### src/rtl/cache_ctrl_2way_if.sv
// Bundle of CPU, backing-memory and tag/data-array signals around the 2-way cache controller.
// Latency: none (wires only).
// Backpressure: cpu_ready and mem_ack carry all flow control; the arrays never stall.
interface cache_ctrl_2way_if #(
  parameter int ADDR_W = 16,
  parameter int WORD_W = 16,
  parameter int LINE_W = 64,
  parameter int TAG_W  = 15
);
  logic              cpu_req_valid;
  logic              cpu_req_rw;
  logic [ADDR_W-1:0] cpu_req_addr;
  logic [WORD_W-1:0] cpu_req_wdata;
  logic              cpu_ready;
  logic              cpu_resp_valid;
  logic [WORD_W-1:0] cpu_resp_rdata;

  logic              mem_req_valid;
  logic              mem_req_rw;
  logic [ADDR_W-1:0] mem_req_addr;
  logic [LINE_W-1:0] mem_req_wdata;
  logic              mem_ack;
  logic [LINE_W-1:0] mem_rdata;

  logic              arr_index;
  logic              arr_we;
  logic [TAG_W-1:0]  arr_tag_w1;
  logic [TAG_W-1:0]  arr_tag_w2;
  logic [LINE_W-1:0] arr_data_w1;
  logic [LINE_W-1:0] arr_data_w2;
  logic [TAG_W-1:0]  arr_tag_r1;
  logic [TAG_W-1:0]  arr_tag_r2;
  logic [LINE_W-1:0] arr_data_r1;
  logic [LINE_W-1:0] arr_data_r2;

  // Controller side
  modport master (
    input  cpu_req_valid, cpu_req_rw, cpu_req_addr, cpu_req_wdata,
    output cpu_ready, cpu_resp_valid, cpu_resp_rdata,
    output mem_req_valid, mem_req_rw, mem_req_addr, mem_req_wdata,
    input  mem_ack, mem_rdata,
    output arr_index, arr_we, arr_tag_w1, arr_tag_w2, arr_data_w1, arr_data_w2,
    input  arr_tag_r1, arr_tag_r2, arr_data_r1, arr_data_r2
  );

  // CPU / memory / array side
  modport slave (
    output cpu_req_valid, cpu_req_rw, cpu_req_addr, cpu_req_wdata,
    input  cpu_ready, cpu_resp_valid, cpu_resp_rdata,
    input  mem_req_valid, mem_req_rw, mem_req_addr, mem_req_wdata,
    output mem_ack, mem_rdata,
    input  arr_index, arr_we, arr_tag_w1, arr_tag_w2, arr_data_w1, arr_data_w2,
    output arr_tag_r1, arr_tag_r2, arr_data_r1, arr_data_r2
  );
endinterface

### src/rtl/cache_ctrl_2way.sv
// Controller for a 2-way, 2-set cache: lookup, LRU victim choice, dirty write-back, refill.
// Latency: hit response 1 cycle after acceptance; a miss adds write-back/refill memory round trips.
// Backpressure: cpu_ready only in IDLE; memory requests held until mem_ack. Optional stats: CACHE_STATS_EN.
module cache_ctrl_2way #(
  parameter int ADDR_W = 16,
  parameter int WORD_W = 16,
  parameter int LINE_W = 64
) (
  input  logic                  clk,
  input  logic                  reset,
  cache_ctrl_2way_if.master     bus
`ifdef CACHE_STATS_EN
  ,
  output logic [15:0]           hit_count,
  output logic [15:0]           miss_count
`endif
);

  typedef struct packed {
    logic              valid;
    logic              dirty;
    logic [ADDR_W-4:0] tag;
  } tag_ent_t;

  typedef enum logic [1:0] {IDLE, COMPARE, WRITEBACK, ALLOCATE} state_t;

  state_t            state;
  logic [1:0]        lru;          // per set: 0 -> way1 is next victim, 1 -> way2
  logic              req_rw;
  logic [ADDR_W-1:0] req_addr;
  logic [WORD_W-1:0] req_wdata;
  logic              victim;       // 0 = way1, 1 = way2
  logic              mem_req_valid_q;
  logic              mem_req_rw_q;
  logic [ADDR_W-1:0] mem_req_addr_q;
  logic [LINE_W-1:0] mem_req_wdata_q;

  logic              idx;
  logic [ADDR_W-4:0] req_tag;
  tag_ent_t          t1, t2, v_ent;
  logic              hit1, hit2, hit, miss_victim;
  logic [LINE_W-1:0] hit_line, merged_line, v_line;
  logic [WORD_W-1:0] hit_word;
  logic              ack_fill, ack_wb;

  assign idx      = req_addr[2];
  assign req_tag  = req_addr[ADDR_W-1:3];
  assign t1       = bus.arr_tag_r1;
  assign t2       = bus.arr_tag_r2;
  // Way1 wins if both ways claim the tag
  assign hit1     = t1.valid && (t1.tag == req_tag);
  assign hit2     = !hit1 && t2.valid && (t2.tag == req_tag);
  assign hit      = hit1 || hit2;
  assign hit_line = hit1 ? bus.arr_data_r1 : bus.arr_data_r2;
  assign hit_word = hit_line[int'(req_addr[1:0])*WORD_W +: WORD_W];

  // Invalid ways are filled first (way1 priority), otherwise the LRU way is evicted
  assign miss_victim = !t1.valid ? 1'b0 : (!t2.valid ? 1'b1 : lru[idx]);
  assign v_ent       = miss_victim ? t2 : t1;
  assign v_line      = miss_victim ? bus.arr_data_r2 : bus.arr_data_r1;

  assign ack_wb   = (state == WRITEBACK) && mem_req_valid_q && bus.mem_ack;
  assign ack_fill = (state == ALLOCATE) && mem_req_valid_q && bus.mem_ack;

  // Store merge: replace the addressed word of the hit line
  always_comb begin
    merged_line = hit_line;
    merged_line[int'(req_addr[1:0])*WORD_W +: WORD_W] = req_wdata;
  end

  // Response and array writes are combinational so a hit completes in the COMPARE cycle;
  // the memory request side is fully registered.
  always_comb begin
    bus.cpu_ready      = (state == IDLE);
    bus.cpu_resp_valid = (state == COMPARE) && hit;
    bus.cpu_resp_rdata = bus.cpu_resp_valid ? hit_word : '0;
    bus.arr_index      = idx;
    bus.arr_we         = 1'b0;
    bus.arr_tag_w1     = '0;
    bus.arr_tag_w2     = '0;
    bus.arr_data_w1    = '0;
    bus.arr_data_w2    = '0;
    if ((state == COMPARE) && hit && req_rw) begin
      bus.arr_we      = 1'b1;
      bus.arr_tag_w1  = bus.arr_tag_r1;
      bus.arr_tag_w2  = bus.arr_tag_r2;
      bus.arr_data_w1 = bus.arr_data_r1;
      bus.arr_data_w2 = bus.arr_data_r2;
      if (hit1) begin
        bus.arr_tag_w1  = {1'b1, 1'b1, req_tag};
        bus.arr_data_w1 = merged_line;
      end else begin
        bus.arr_tag_w2  = {1'b1, 1'b1, req_tag};
        bus.arr_data_w2 = merged_line;
      end
    end else if (ack_fill) begin
      bus.arr_we      = 1'b1;
      bus.arr_tag_w1  = bus.arr_tag_r1;
      bus.arr_tag_w2  = bus.arr_tag_r2;
      bus.arr_data_w1 = bus.arr_data_r1;
      bus.arr_data_w2 = bus.arr_data_r2;
      if (!victim) begin
        bus.arr_tag_w1  = {1'b1, 1'b0, req_tag};
        bus.arr_data_w1 = bus.mem_rdata;
      end else begin
        bus.arr_tag_w2  = {1'b1, 1'b0, req_tag};
        bus.arr_data_w2 = bus.mem_rdata;
      end
    end
  end

  assign bus.mem_req_valid = mem_req_valid_q;
  assign bus.mem_req_rw    = mem_req_rw_q;
  assign bus.mem_req_addr  = mem_req_addr_q;
  assign bus.mem_req_wdata = mem_req_wdata_q;

  // Main FSM: request latch, LRU update, victim capture and memory request sequencing
  always_ff @(posedge clk) begin
    if (reset) begin
      state           <= IDLE;
      lru             <= '0;
      req_rw          <= 1'b0;
      req_addr        <= '0;
      req_wdata       <= '0;
      victim          <= 1'b0;
      mem_req_valid_q <= 1'b0;
      mem_req_rw_q    <= 1'b0;
      mem_req_addr_q  <= '0;
      mem_req_wdata_q <= '0;
    end else begin
      case (state)
        IDLE: begin
          if (bus.cpu_req_valid) begin
            req_rw    <= bus.cpu_req_rw;
            req_addr  <= bus.cpu_req_addr;
            req_wdata <= bus.cpu_req_wdata;
            state     <= COMPARE;
          end
        end
        COMPARE: begin
          if (hit) begin
            lru[idx] <= hit1;
            state    <= IDLE;
          end else begin
            victim          <= miss_victim;
            mem_req_valid_q <= 1'b1;
            if (v_ent.valid && v_ent.dirty) begin
              mem_req_rw_q    <= 1'b1;
              mem_req_addr_q  <= {v_ent.tag, idx, 2'b00};
              mem_req_wdata_q <= v_line;
              state           <= WRITEBACK;
            end else begin
              mem_req_rw_q    <= 1'b0;
              mem_req_addr_q  <= {req_tag, idx, 2'b00};
              state           <= ALLOCATE;
            end
          end
        end
        WRITEBACK: begin
          if (ack_wb) begin
            mem_req_valid_q <= 1'b0;
            state           <= ALLOCATE;
          end
        end
        ALLOCATE: begin
          // After a write-back the request drops for one cycle before the refill is issued
          if (!mem_req_valid_q) begin
            mem_req_valid_q <= 1'b1;
            mem_req_rw_q    <= 1'b0;
            mem_req_addr_q  <= {req_tag, idx, 2'b00};
          end else if (bus.mem_ack) begin
            mem_req_valid_q <= 1'b0;
            state           <= COMPARE;
          end
        end
        default: state <= IDLE;
      endcase
    end
  end

`ifdef CACHE_STATS_EN
  logic relookup;

  // Saturating hit/miss counters over first-pass lookups; the post-refill re-lookup is skipped
  always_ff @(posedge clk) begin
    if (reset) begin
      relookup   <= 1'b0;
      hit_count  <= '0;
      miss_count <= '0;
    end else begin
      if (ack_fill) begin
        relookup <= 1'b1;
      end else if (state == COMPARE) begin
        relookup <= 1'b0;
      end
      if ((state == COMPARE) && !relookup) begin
        if (hit && (hit_count != 16'hFFFF)) begin
          hit_count <= hit_count + 16'd1;
        end
        if (!hit && (miss_count != 16'hFFFF)) begin
          miss_count <= miss_count + 16'd1;
        end
      end
    end
  end
`endif

endmodule

### src/flat_wrapper.sv
// flat-port wrapper written by rule: the top's interface ports become plain ports
module cache_ctrl_2way_flat 
#(
  parameter int ADDR_W = 16,
  parameter int WORD_W = 16,
  parameter int LINE_W = 64
)
  (clk, reset, bus_cpu_req_valid, bus_cpu_req_rw, bus_cpu_req_addr, bus_cpu_req_wdata, bus_cpu_ready, bus_cpu_resp_valid, bus_cpu_resp_rdata, bus_mem_req_valid, bus_mem_req_rw, bus_mem_req_addr, bus_mem_req_wdata, bus_mem_ack, bus_mem_rdata, bus_arr_index, bus_arr_we, bus_arr_tag_w1, bus_arr_tag_w2, bus_arr_data_w1, bus_arr_data_w2, bus_arr_tag_r1, bus_arr_tag_r2, bus_arr_data_r1, bus_arr_data_r2);
  cache_ctrl_2way_if #(.ADDR_W(ADDR_W), .WORD_W(WORD_W), .LINE_W(LINE_W)) bus_i ();
  input  logic clk;
  input  logic reset;
  input wire logic [$bits(bus_i.cpu_req_valid)-1:0] bus_cpu_req_valid;
  input wire logic [$bits(bus_i.cpu_req_rw)-1:0] bus_cpu_req_rw;
  input wire logic [$bits(bus_i.cpu_req_addr)-1:0] bus_cpu_req_addr;
  input wire logic [$bits(bus_i.cpu_req_wdata)-1:0] bus_cpu_req_wdata;
  output wire logic [$bits(bus_i.cpu_ready)-1:0] bus_cpu_ready;
  output wire logic [$bits(bus_i.cpu_resp_valid)-1:0] bus_cpu_resp_valid;
  output wire logic [$bits(bus_i.cpu_resp_rdata)-1:0] bus_cpu_resp_rdata;
  output wire logic [$bits(bus_i.mem_req_valid)-1:0] bus_mem_req_valid;
  output wire logic [$bits(bus_i.mem_req_rw)-1:0] bus_mem_req_rw;
  output wire logic [$bits(bus_i.mem_req_addr)-1:0] bus_mem_req_addr;
  output wire logic [$bits(bus_i.mem_req_wdata)-1:0] bus_mem_req_wdata;
  input wire logic [$bits(bus_i.mem_ack)-1:0] bus_mem_ack;
  input wire logic [$bits(bus_i.mem_rdata)-1:0] bus_mem_rdata;
  output wire logic [$bits(bus_i.arr_index)-1:0] bus_arr_index;
  output wire logic [$bits(bus_i.arr_we)-1:0] bus_arr_we;
  output wire logic [$bits(bus_i.arr_tag_w1)-1:0] bus_arr_tag_w1;
  output wire logic [$bits(bus_i.arr_tag_w2)-1:0] bus_arr_tag_w2;
  output wire logic [$bits(bus_i.arr_data_w1)-1:0] bus_arr_data_w1;
  output wire logic [$bits(bus_i.arr_data_w2)-1:0] bus_arr_data_w2;
  input wire logic [$bits(bus_i.arr_tag_r1)-1:0] bus_arr_tag_r1;
  input wire logic [$bits(bus_i.arr_tag_r2)-1:0] bus_arr_tag_r2;
  input wire logic [$bits(bus_i.arr_data_r1)-1:0] bus_arr_data_r1;
  input wire logic [$bits(bus_i.arr_data_r2)-1:0] bus_arr_data_r2;
  assign bus_i.cpu_req_valid = bus_cpu_req_valid;
  assign bus_i.cpu_req_rw = bus_cpu_req_rw;
  assign bus_i.cpu_req_addr = bus_cpu_req_addr;
  assign bus_i.cpu_req_wdata = bus_cpu_req_wdata;
  assign bus_cpu_ready = bus_i.cpu_ready;
  assign bus_cpu_resp_valid = bus_i.cpu_resp_valid;
  assign bus_cpu_resp_rdata = bus_i.cpu_resp_rdata;
  assign bus_mem_req_valid = bus_i.mem_req_valid;
  assign bus_mem_req_rw = bus_i.mem_req_rw;
  assign bus_mem_req_addr = bus_i.mem_req_addr;
  assign bus_mem_req_wdata = bus_i.mem_req_wdata;
  assign bus_i.mem_ack = bus_mem_ack;
  assign bus_i.mem_rdata = bus_mem_rdata;
  assign bus_arr_index = bus_i.arr_index;
  assign bus_arr_we = bus_i.arr_we;
  assign bus_arr_tag_w1 = bus_i.arr_tag_w1;
  assign bus_arr_tag_w2 = bus_i.arr_tag_w2;
  assign bus_arr_data_w1 = bus_i.arr_data_w1;
  assign bus_arr_data_w2 = bus_i.arr_data_w2;
  assign bus_i.arr_tag_r1 = bus_arr_tag_r1;
  assign bus_i.arr_tag_r2 = bus_arr_tag_r2;
  assign bus_i.arr_data_r1 = bus_arr_data_r1;
  assign bus_i.arr_data_r2 = bus_arr_data_r2;
  cache_ctrl_2way #(.ADDR_W(ADDR_W), .WORD_W(WORD_W), .LINE_W(LINE_W)) u_core (.clk(clk), .reset(reset), .bus(bus_i));
endmodule
### config.mk
export PLATFORM = sky130hd
export DESIGN_NAME = cache_ctrl_2way_flat
export DESIGN_NICKNAME = d
export VERILOG_FILES = /design/src/rtl/cache_ctrl_2way_if.sv /design/src/rtl/cache_ctrl_2way.sv /design/src/flat_wrapper.sv
export SDC_FILE = /design/constraint.sdc
export NUM_CORES = 1
export LEC_CHECK = 0
export ABC_CLOCK_PERIOD_IN_PS = 3000
export CORE_AREA = 2 2 204 206
export DETAILED_ROUTE_END_ITERATION = 7
export DIE_AREA = 0 0 206 208
export PLACE_DENSITY = 0.65
export SYNTH_ARGS = -nofsm -noshare
export SYNTH_HDL_FRONTEND = slang
export SYNTH_SLANG_ARGS = --single-unit
### constraint.sdc
create_clock -name clk -period 3 [get_ports clk]
set_input_delay 0.45 -clock clk [delete_from_list [all_inputs] [get_ports clk]]
set_output_delay 0.45 -clock clk [all_outputs]
set_load 0.05 [all_outputs]
==> impl_metrics.py <==
metrics = {
    "sta": {
        "hold_viol_final": 0,
        "period_share_pct": 110,
        "max_freq_ghz": 0.304,
        "fin_crit_ps": 3290,
        "slew_violations": 0,
        "worstMarginPinSlew_ps": 1240,
        "setup_viol": 176,
        "worst_clock_skew_ps": 11.1,
        "relSlewSlack_pct": 17.2,
        "setup_ws_ps": -288,
        "rsz0062_at_grt": "yes",
    },
    "clock_tree": {
        "cts_buffers": 17,
        "root_buffer": "clkbuf_16",
        "cts_tree": "yes",
        "clk_latency_ps": 440,
        "clk_path_buf_depth": 2,
        "htreeDepth": 4,
        "clkTransAtPathRegs_ps": 60,
        "cts_sinks": 118,
    },
    "logic_synthesis": {
        "synth.most_common_cell": "nand2_1",
        "synth_flop_cell": "dfxtp_1",
        "synthTopCellsByArea": "dfxtp_1, mux2_2, mux2i_1, mux4_2, nand2_1",
        "yosysSeqAreaShare_pct": 20.7,
        "yosys_register_bits": 118,
        "yosysTopAreaCell": "dfxtp_1",
        "yosysWarnings": 0,
        "async_flop_share_pct": 0,
        "synth-edff-count": 0,
        "synthCells": 1405,
        "ys_types": 49,
        "synth_top_area_share_pct": 20.7,
        "synth_top_cells_by_count": "nand2_1, a21oi_1, mux2_2",
        "synth_area_mm2": 0.0114,
        "syn_area_per_cell_um2": 8.12,
    },
    "place": {
        "pre_cts_slack_ps": -443,
        "gp_congestion": 1.01,
        "io_buffers": 516,
        "numPlacedInstances": 2439,
        "dpl.hpwl_um": 56400,
    },
    "critical_path": {
        "cpMostUsedCell": "buf_12",
        "reg2reg_depth": 12,
        "required_ps": 2550,
        "r2r_setup_slack_ps": 340,
        "path_buf_inv": 7,
        "critPathKind": "reg -> out",
        "critical_path_arrival_ps": 2840,
        "end_kind": "output port",
        "crit-reg2reg-launch": "u_core.req_addr[13]$_SDFFE_PP0P_",
        "r2r-end": "u_core.bus.mem_req_wdata[41]$_SDFFE_PP0P_",
        "worstPathCellList": "buf_6, xnor2_2, nand4_1, nor4_4, buf_4, o211ai_4, buf_12, buf_12, buf_16, buf_8, a21oi_4, buf_12",
        "cp-startpoint": "u_core.req_addr[13]$_SDFFE_PP0P_",
        "cp_max_fo": 8,
        "slowest_delay_ps": 320,
        "startpoint_type": "flop",
        "crit_family": "buffers and inverters",
        "crit_slowest_cell": "dfxtp_2",
    },
    "drt": {
        "drt_pre_antenna_iters": 6,
        "first_iter_violations": 1745,
        "vias_per_cell": 6.08,
        "drc": 0,
        "drtAntennaViolNets": 0,
        "vias": 15600,
        "avgRoutedWirePerCell_um": 32.0,
        "wl_um": 82000,
    },
    "grt": {
        "grt.total_usage_pct": 35.8,
        "grt_pass1_wl_um": 111000,
        "globalRouteOverflowTotal": 0,
        "antenna_found_initial": 23,
        "grt_pass1_vias": 15300,
        "grt_max_degree": 66,
    },
    "final_layout": {
        "nets": 2270,
        "fin_cells": 2561,
        "syn_to_final_growth_pct": 122,
        "drive_gt1_share_pct": 48.7,
    },
    "power_and_ir_drop": {
        "p_leak_nw": 8.74,
        "ir_drop_mv": 0.356,
        "p_per_area_mw_per_mm2": 287,
    },
    "die": {
        "die_h_um": 208,
        "dieArea_mm2": 0.0428,
        "ios": 519,
        "num_rows": 74,
        "core_area_mm2": 0.0406,
        "die_w_um": 206,
        "initial_core_util_pct": 28.1,
    },
    "hold_path": {
        "hp-start": "u_core.bus.mem_req_addr[3]$_SDFFE_PP0P_",
        "hold_path_end": "u_core.bus.mem_req_addr[3]$_SDFFE_PP0P_",
        "hold_depth": 2,
        "worstHoldPathType": "reg -> reg",
    },
    "outcome": {
        "status": "finished, violations left",
        "violations": "negative setup slack",
    },
    "job": {
        "cap_violations": 0,
    },
}
worst reg2reg max path, cell delays in order (launching register included):
cell	delay (ps)
dfxtp_2	320
buf_4	120
xor2_1	220
nor4_2	90
and4_4	210
buf_4	150
buf_8	120
buf_4	170
nor4_4	350
buf_12	230
buf_12	190
nor2_1	80
a211oi_1	310
per-layer routing:
layer	GRT usage, %	up-vias	wire length (um)
li1	-	6537	-
met1	43.6	7529	30500
met2	53.4	1166	35700
met3	13.8	338	9920
met4	20.9	2	5860
met5	0	-	12
layout by cell type, fill, tap and decap left out, types with 54 or more instances in the layout:
master | Yosys | layout
clkdlybuf4s50_1 | 0 | 315
mux2i_1 | 82 | 82
dfxtp_1 | 118 | 103
buf_4 | 11 | 106
nor2_1 | 75 | 71
buf_12 | 0 | 233
a211oi_1 | 64 | 64
a21oi_4 | 0 | 56
a21oi_1 | 136 | 55
a221oi_4 | 0 | 54
o21ai_4 | 0 | 57
nand2_1 | 187 | 166
mux2_2 | 129 | 129
flip-flops by register name (all words and copies together) (netlist names):
register                  flops
u_core.bus.mem_req_wdata     64
u_core.req_addr              16
u_core.req_wdata             16
u_core.bus.mem_req_addr      14
u_core.lru                    2
u_core.state                  2
u_core.bus.mem_req_rw         1
u_core.bus.mem_req_valid      1
u_core.req_rw                 1
u_core.victim                 1
metrics by stage:
stage	utilization, %	TNS, ps	area (um2)	hold WS [ps]	power, mW
floorplan	-	-1510	11900	449	3.41
global placement	50.0	-44500	20300	459	4.71
detailed placement	50.0	-40970	20300	459	4.75
CTS	58.7	-26450	23800	469	7.01
global route	62.4	-42730	25300	483	7.45
finish	62.4	-33160	25300	468	7.26
worst max-delay path by stage:
stage,to,slack (ps),cells after the start
after floorplan,bus_arr_data_w2[0],-270,8
after global placement,bus_arr_data_w2[4],-470,10
after detailed placement,bus_arr_data_w2[4],-440,10
after CTS,bus_arr_data_w1[47],-230,11
after global routing,bus_arr_data_w1[4],-340,12
final,bus_arr_data_w1[3],-290,12
power breakdown:
part	leakage [nW]	total, mW	internal, mW	switching, mW
registers	0.967	2.03	1.71	0.315
clock network	0.275	2.05	1.22	0.833
logic	7.50	3.18	1.37	1.81
kinds of logic after synthesis:
group / Yosys count / share of synthesized area, %
AOI/OAI and AO/OA: 448 / 27.9
and+or+nand+nor: 374 / 14.5
muxes: 243 / 26.3
buffers and inverters: 186 / 7.65
DFF: 118 / 20.7
xor gates and xnor gates: 26 / 2.00
adders and majority gates: 9 / 0.987
other: 1 / 0.0329
cell type report:
class                   instances  area [um2]
inverters                      11        43.8
clock inverters                 8        73.8
repair buffers                751       10100
diodes                         15        37.5
flip-flops and latches        118        2390
well taps                     532         666
fillers                      3094       15200
multi-input cells            1103       11500
clock buffers                  23         488
what timing repair did:
action                                  in CTS  in global routing
pin swaps                                   82                 59
endpoints found under the setup margin     176                176
gates resized for setup                    385                193
gates cloned                                24                  8
setup buffers                               27                 27
hold buffers                                 0                  0
(Power assumes the default switching activity.)
